`src/rtl/dcache_pkg.sv`:
```
// dcache_pkg: shared FSM state type and RISC-V func3 codes for the data cache
package dcache_pkg;
    typedef enum logic [1:0] {IDLE, WRITEBACK, REFILL} state_e;
    localparam logic [2:0] LB  = 3'd0;
    localparam logic [2:0] LH  = 3'd1;
    localparam logic [2:0] LW  = 3'd2;
    localparam logic [2:0] LBU = 3'd4;
    localparam logic [2:0] LHU = 3'd5;
    localparam logic [2:0] SB  = 3'd0;
    localparam logic [2:0] SH  = 3'd1;
    localparam logic [2:0] SW  = 3'd2;
endpackage

```
`src/rtl/dcache_align.sv`:
```
// dcache_align: load extract/extend and store byte-merge on one 32-bit cached word
// Ports: func3_i width/sign code, off_i byte offset, word_i cached word,
//        wdata_i LSB-aligned store data, load_o extended load, store_o merged word
module dcache_align
    import dcache_pkg::*;
(
    input  logic [2:0]  func3_i,
    input  logic [1:0]  off_i,
    input  logic [31:0] word_i,
    input  logic [31:0] wdata_i,
    output logic [31:0] load_o,
    output logic [31:0] store_o
);
    logic [7:0]  byte_v;
    logic [15:0] half_v;
    always_comb begin
        byte_v  = word_i[8*off_i +: 8];
        half_v  = off_i[1] ? word_i[31:16] : word_i[15:0];
        load_o  = func3_i == LB  ? {{24{byte_v[7]}}, byte_v} :
                  func3_i == LH  ? {{16{half_v[15]}}, half_v} :
                  func3_i == LW  ? word_i :
                  func3_i == LBU ? {24'b0, byte_v} :
                  func3_i == LHU ? {16'b0, half_v} : '0;
        store_o = word_i;
        if (func3_i == SB)
            store_o[8*off_i +: 8] = wdata_i[7:0];
        else if (func3_i == SH)
            store_o[16*off_i[1] +: 16] = wdata_i[15:0];
        else
            store_o = wdata_i;
    end
endmodule

```
`src/rtl/dcache_controller.sv`:
```
// dcache_controller: direct-mapped write-back write-allocate data cache, one word per line
// Ports: clk/rst (async active-high); req_* memory-stage request; stall freezes the pipeline;
//        rdata extended load result; mem_* word port to data memory (wen writeback, ren refill).
// Optional: define DCACHE_STATS_EN to add saturating hit_count/miss_count outputs.
module dcache_controller
    import dcache_pkg::*;
#(
    parameter int ADDR_WIDTH  = 32,
    parameter int DATA_WIDTH  = 32,
    parameter int SETS        = 8,
    parameter int MEM_LATENCY = 2
) (
    input  logic                  clk,
    input  logic                  rst,
    input  logic                  req_valid,
    input  logic                  req_write,
    input  logic [2:0]            func3,
    input  logic [ADDR_WIDTH-1:0] req_addr,
    input  logic [DATA_WIDTH-1:0] req_wdata,
    output logic                  stall,
    output logic [DATA_WIDTH-1:0] rdata,
    output logic [ADDR_WIDTH-1:0] mem_addr,
    output logic [DATA_WIDTH-1:0] mem_wdata,
    output logic                  mem_wen,
    output logic                  mem_ren,
    input  logic [DATA_WIDTH-1:0] mem_rdata
`ifdef DCACHE_STATS_EN
    ,
    output logic [31:0]           hit_count,
    output logic [31:0]           miss_count
`endif
);
    localparam int IW = $clog2(SETS);
    localparam int TW = ADDR_WIDTH - IW - 2;
    localparam int CW = $clog2(MEM_LATENCY) + 1;
    localparam logic [CW-1:0] LAST = CW'(MEM_LATENCY - 1);

    state_e                state_q, state_d;
    logic [CW-1:0]         cnt_q, cnt_d;
    logic [DATA_WIDTH-1:0] data_q [SETS];
    logic [TW-1:0]         tag_q [SETS];
    logic [SETS-1:0]       valid_q, dirty_q;
    logic [ADDR_WIDTH-3:0] miss_q;
    logic [IW-1:0]         idx, midx;
    logic [TW-1:0]         tag;
    logic                  hit, miss, last, st_hit;
    logic [DATA_WIDTH-1:0] ld_word, st_word;

    dcache_align u_align (
        .func3_i (func3),
        .off_i   (req_addr[1:0]),
        .word_i  (data_q[idx]),
        .wdata_i (req_wdata),
        .load_o  (ld_word),
        .store_o (st_word)
    );

    always_comb begin
        idx     = req_addr[2 +: IW];
        tag     = req_addr[ADDR_WIDTH-1 -: TW];
        midx    = miss_q[IW-1:0];
        hit     = req_valid && valid_q[idx] && tag_q[idx] == tag;
        miss    = state_q == IDLE && req_valid && !hit;
        st_hit  = state_q == IDLE && hit && req_write;
        last    = cnt_q == LAST;
        state_d = state_q == IDLE ? (miss ? (valid_q[idx] && dirty_q[idx] ? WRITEBACK : REFILL) : IDLE) :
                  !last ? state_q :
                  state_q == WRITEBACK ? REFILL : IDLE;
        cnt_d   = (state_q == IDLE || last) ? '0 : cnt_q + 1'b1;
        // stall held low during reset so the pipeline sees a quiet cache
        stall     = !rst && (miss || state_q != IDLE);
        mem_wen   = state_q == WRITEBACK && cnt_q == '0;
        mem_ren   = state_q == REFILL;
        mem_addr  = state_q == WRITEBACK ? {tag_q[midx], midx, 2'b00} :
                    state_q == REFILL    ? {miss_q, 2'b00} : '0;
        mem_wdata = state_q == WRITEBACK ? data_q[midx] : '0;
        rdata     = (state_q == IDLE && hit && !req_write) ? ld_word : '0;
    end

    always_ff @(posedge clk or posedge rst) begin
        if (rst) begin
            state_q <= IDLE;
            cnt_q   <= '0;
            valid_q <= '0;
            dirty_q <= '0;
            miss_q  <= '0;
        end else begin
            state_q <= state_d;
            cnt_q   <= cnt_d;
            if (miss)
                miss_q <= req_addr[ADDR_WIDTH-1:2];
            if (st_hit)
                dirty_q[idx] <= 1'b1;
            if (state_q != IDLE && last)
                dirty_q[midx] <= 1'b0;
            if (state_q == REFILL && last)
                valid_q[midx] <= 1'b1;
        end
    end

    // line storage needs no reset: valid gates every use
    always_ff @(posedge clk) begin
        if (st_hit)
            data_q[idx] <= st_word;
        if (state_q == REFILL && last) begin
            data_q[midx] <= mem_rdata;
            tag_q[midx]  <= miss_q[ADDR_WIDTH-3 -: TW];
        end
    end

`ifdef DCACHE_STATS_EN
    always_ff @(posedge clk or posedge rst) begin
        if (rst) begin
            hit_count  <= '0;
            miss_count <= '0;
        end else begin
            if (state_q == IDLE && hit && hit_count != '1)
                hit_count <= hit_count + 1'b1;
            if (miss && miss_count != '1)
                miss_count <= miss_count + 1'b1;
        end
    end
`endif
endmodule

```
`config.mk`:
```
export PLATFORM = sky130hd
export DESIGN_NAME = dcache_controller
export DESIGN_NICKNAME = d
export VERILOG_FILES = /design/src/rtl/dcache_pkg.sv /design/src/rtl/dcache_align.sv /design/src/rtl/dcache_controller.sv
export SDC_FILE = /design/constraint.sdc
export NUM_CORES = 1
export LEC_CHECK = 0
export CAP_MARGIN = 30
export CORE_ASPECT_RATIO = 2
export CORE_MARGIN = 5
export CORE_UTILIZATION = 45
export DETAILED_ROUTE_END_ITERATION = 8
export SETUP_SLACK_MARGIN = 0.4
export SLEW_MARGIN = 20
export SYNTH_ARGS = -nofsm -noshare
export SYNTH_HDL_FRONTEND = slang
export SYNTH_SLANG_ARGS = --single-unit
```
`constraint.sdc`:
```
create_clock -name clk -period 15.5 [get_ports clk]
set_input_delay 4.65 -clock clk [delete_from_list [all_inputs] [get_ports clk]]
set_output_delay 4.65 -clock clk [all_outputs]
set_load 0.05 [all_outputs]
```
**Yosys cells after proc, flatten, opt, wreduce, memory -nomap -nowiden**

Memories as Yosys holds them, arrays and structs flattened.
Index checks and enable logic that the tools add are counted.

- Flip-flop bits (word level): 50
- Bits in writable memories: 472
- Bits of input ports: 103
- Logic and storage cells: 93
- Memories kept: 2

Memory list:

| name | words | bits a word | rd ports | clocked after Yosys merged registers in | write ports | line | source |
|---|---|---|---|---|---|---|---|
| data_q | 8 | 32 | 2 | 0 | 1 | dcache_controller.sv:40 | `logic [DATA_WIDTH-1:0] data_q [SETS];` |
| tag_q | 8 | 27 | 2 | 0 | 1 | dcache_controller.sv:41 | `logic [TW-1:0] tag_q [SETS];` |

- Add/sub/neg operators: 3
- Magnitude comparators: 4
- Equal/unequal tests: 8
- Shift-type cells: 5
- Multiplexer cells: 37
- Bitwise logic cells: 4
- Reductions and logical operators: 25

Operators with widths:

| cell | number |
|---|---|
| 2-to-1 mux 32 bit | 11 |
| negator 5 -> 34 bit | 2 |
| bitwise mux 32 bit | 2 |
| variable shift 16 x 34 -> 32 bit, first input constant | 1 |
| variable shift 8 x 34 -> 32 bit, first input constant | 1 |
| indexed part select 16 x 34 -> 32 bit | 1 |
| indexed part select 8 x 34 -> 32 bit | 1 |
| 2-to-1 mux 16 bit | 2 |
| OR reduction 32 bit | 1 |
| indexed part select 32 x 6 -> 8 bit | 1 |
| equality test 27 bit | 1 |
| 2-to-1 mux 8 bit | 2 |
| OR 8 bit | 2 |
| logical AND 1 bit | 14 |
| 2-to-1 mux 2 bit | 6 |
| 2-to-1 mux 1 bit | 9 |
| AND 8 bit | 1 |
| < comparator 3 x 4 -> 1 bit, second input constant | 2 |
| NOT 8 bit | 1 |
| binary-select mux 1 bit (select 3 bit) | 2 |
| demux 1 bit (select 3 bit) | 2 |
| equality test 3 bit, second input constant | 2 |
| greater-or-equal comparator 3 x 1 -> 1 bit, second input constant | 2 |
| equality test 2 x 1 -> 1 bit, second input constant | 2 |
| 10 further kinds | 15 |

**Depth between registers and ports, before layout**

- Depth in word-level cells: 9
- Mapped depth: 15
- Gate-level depth less buffers: 8

**Cells and area by module**

From an unflattened synthesis, not the netlist that was laid out.

- Cells, all modules: 1,815
- Area total of the unflattened synthesis: 26,950.8 µm²

Modules (own cells, without submodules):

| module | instances | cells an instance | area an instance (µm²) |
|---|---|---|---|
| dcache_controller | 1 | 1,524 | 24,840.1 |
| dcache_align | 1 | 291 | 2,110.8 |

**Worst setup path before layout**

No wires, ideal clock.

- Kind: input to output
- Start point: input req_addr[2]
- End point: output rdata[21]
- Arrival: 8,149 ps
- Setup slack: 2,701 ps
- Stages on the path: 10
- Buffers on the path: 2
- Cells stage by stage: buf_4 > mux4_2 > mux2i_1 > xnor2_1 > or4_1 > or4b_1 > nor4_1 > nand3_1 > clkbuf_1 > a21oi_1

- Cells in the longest elaborated chain, start to end: 7
- Elaborated cells between the ends (all ways): 15
- Classes of those cells: eq/ne (1); shift (1); mux (7); reduce/logical (4); memory (2)

Ends and longest elaborated chain:

| element | line | source |
|---|---|---|
| start, declared | dcache_controller.sv:18 | `input logic [ADDR_WIDTH-1:0] req_addr,` |
| parallel branches: the longest is 6 deep, another holds memory read (8 x 32 bit) | -- |  |
| 2-to-1 mux 32 bit * | dcache_controller.sv:77 | `rdata = (state_q == IDLE && hit && !req_write) ? ld_word : '0;` |
| end, declared | dcache_controller.sv:21 | `output logic [DATA_WIDTH-1:0] rdata,` |

Mark *: on every way between the ends. The select of a mux whose other input is x is not followed.

**Worst setup path in the final report**

- Start point: input req_addr[2]
- End point: output rdata[17]

The elaborated chain is that of the path after synthesis.

==> out/metrics.yaml <==
status: "complete, no violations"
drtIter0Drc: 1729
cellPowerDensity_mw_per_mm2: 158
cts.clk_slew.worst_paths_ns: 0.06
ys_ff_latch: 522
die_y_um: 355
synth_commonest_cells: "472 x edfxtp_1, 174 x mux2i_1, 147 x mux4_2"
use_met1_pct: 30.3
synth_cell_types: 69
worstPathRequired_ns: 10.85
hold_ws_ns: 0.463
cp_cell_sequence: "buf_4 -> buf_4 -> and2_1 -> a221oi_1 -> xor2_1 -> or4b_1 -> nor4_1 -> buf_4 -> nand3_1 -> a21oi_1 -> buf_12"
die_w_um: 182
clk_latency_ns: 0.60
crit_arrival_ns: 9.24
grt_util_met3_pct: 3.62
dp_hpwl_um: 61100
grt.overflow.total: 0
netlist.area_leader.share_pct: 53.0
place_congestion: 0.985
stdcell_count: 2855
cts-buffers-inserted: 46
wl_um: 90000
ys_seq_area_share_pct: 57.7
r2r_cells: 9
hp-class: "reg2reg"
path_class: "in2out"
cp_slowest_cell: "and2_1"
portBuffers: 199
nNetsFinal: 2159
cpPeakStageDelay_ns: 0.70
finalPower_mw: 4.96
cts_resized: 0
r2r_slack_ns: 10.93
grt_util_met2_pct: 51.6
postSynth.asyncResetShare_pct: 9.58
syn-cell-area_mm2: 0.0267
synthTopCellsByArea: "edfxtp_1 53%, mux4_2 12%, mux2i_1 6.5%"
grt_max_degree: 88
setup_viol: 0
reg2reg_to: "data_q[5][26]"
vdd_drop_max_uv: 119
cts_sinks: 522
rsz0062_at_grt: "no"
start_util_pct: 45.3
finalMaxSlewViolations: 0
cts_max_level: 2
drive_gt1_share_pct: 19.9
relSlewSlack_pct: 32.4
regToRegStartpoint: "tag_q[2][17]"
dr.pass1.iters: 6
drc: 0
crit_start: "req_addr[2]"
finalHoldViolCount: 0
fp.coreArea_mm2: 0.0590
synth-warning-count: 0
die-area_mm2: 0.0647
synthCells: 1872
grt_pass1_vias: 19400
cts_hold_buffers: 0
finalCritPeriodShare_pct: 89.6
worst_pin_slew_ns: 1.01
cp-start-kind: "input pin"
clk_path_buf_depth: 3
wl_per_cell_um: 31.5
syn_avg_cell_area_um2: 14.3
cts-root-buf: "clkbuf_16"
cts_tree: "done"
critPathCaptureType: "output pin"
skew_ns: 0.0309
drv_cap: 0
post-place-cells: 2761
path_max_fanout: 34
grt_pass1_wl_um: 130000
grt.total_usage_pct: 27.4
max_freq_mhz: 72.0
synth.most_common_cell: "edfxtp_1"
cts_setup_buffers: 0
antenna_found_initial: 3
ant_nets: 0
busiest_layer: "met2"
leakagePower_nw: 10.8
rows: 126
synth_top_area_cell: "edfxtp_1"
path_common_cell: "buf_4"
pin_count: 202
num_vias: 18300
min_period_ns: 13.89
viasPerCell: 6.42
synth-main-ff-cell: "edfxtp_1"
synth_edf_count: 472
cp-endpoint: "rdata[17]"
syn_to_final_growth_pct: 17.2
fin_setup_tns_ns: 0
-- power breakdown --
part | total [mW] | internal (mW) | switching, mW
sequential | 2.08 | 1.87 | 0.203
combinational | 1.71 | 0.706 | 1.00
clock | 1.18 | 0.660 | 0.516
-- stage by stage --
stage / worst slack, ns / cell area, um2 / utilization (%)
after floorplan: 2.70 / 26700 / -
after global placement: 1.77 / 29700 / 50.4
after detailed placement: 1.66 / 29800 / 50.5
after CTS: 1.65 / 31300 / 53.0
after global routing: 1.33 / 31300 / 53.1
final: 1.61 / 31300 / 53.1
-- cell usage in the layout (no fill, tap or decap), types with 22 or more instances in the layout --
master,synthesis,routed
a22oi_1,25,25
a211oi_1,22,22
mux2i_1,174,174
clkdlybuf4s50_1,0,172
mux4_2,147,147
buf_4,4,77
dfrtp_1,50,47
edfxtp_1,472,472
nand2_1,122,122
a21oi_1,94,94
mux2_4,29,29
mux2_2,36,36
clkbuf_16,0,46
nor2_1,130,126
inv_1,23,22
a221oi_1,32,32
o21ai_0,99,96
-- critical path, delay by kind of cell --
family	cells	cell delay [ns]
compound gates	2	0.70
xor+xnor	1	0.20
buf+inv	4	1.42
simple gates	4	2.24
-- state kept, by name (all words and copies together), names as in the netlist --
register and flops:
valid_q 8, state_q 2, cnt_q 2, data_q 256, tag_q 216, dirty_q 8, miss_q 30
-- cells by family after synthesis --
group                      Yosys count  share of synthesized area, %
adders and majority gates            7                         0.328
buffers and inverters              171                          2.81
other                                1                        0.0140
AOI/OAI and AO/OA                  392                          9.64
and+or+nand+nor                    369                          6.35
xor gates and xnor gates            19                         0.623
muxes                              391                          22.5
DFF                                522                          57.7
-- how the worst min path moves through the flow --
stage,start,end,slack (ns),cells after the start
6_report,valid_q[4],valid_q[4],0.46,1
3_3_place_gp,valid_q[7],valid_q[7],0.45,1
3_5_place_dp,valid_q[2],valid_q[2],0.45,1
5_1_grt,valid_q[4],valid_q[4],0.49,1
2_1_floorplan,valid_q[4],valid_q[4],0.43,1
4_1_cts,valid_q[4],valid_q[4],0.47,1
-- per-layer routing --
metal	wire length [um]	vias up
li1	-	7779
met1	30800	9461
met2	49100	884
met3	5530	211
met4	4630	2
met5	20	-
-- area by class of cell --
| type | count | area, um2 |
|---|---|---|
| clock buffers | 61 | 1230 |
| multi-input cells | 1180 | 10700 |
| fillers | 4979 | 27600 |
| inverters | 26 | 97.6 |
| flip-flops and latches | 522 | 15400 |
| clock inverters | 22 | 278 |
| diodes | 3 | 7.51 |
| well taps | 768 | 961 |
| repair buffers | 273 | 2630 |
No activity file was read; power rests on OpenSTA's default activity.
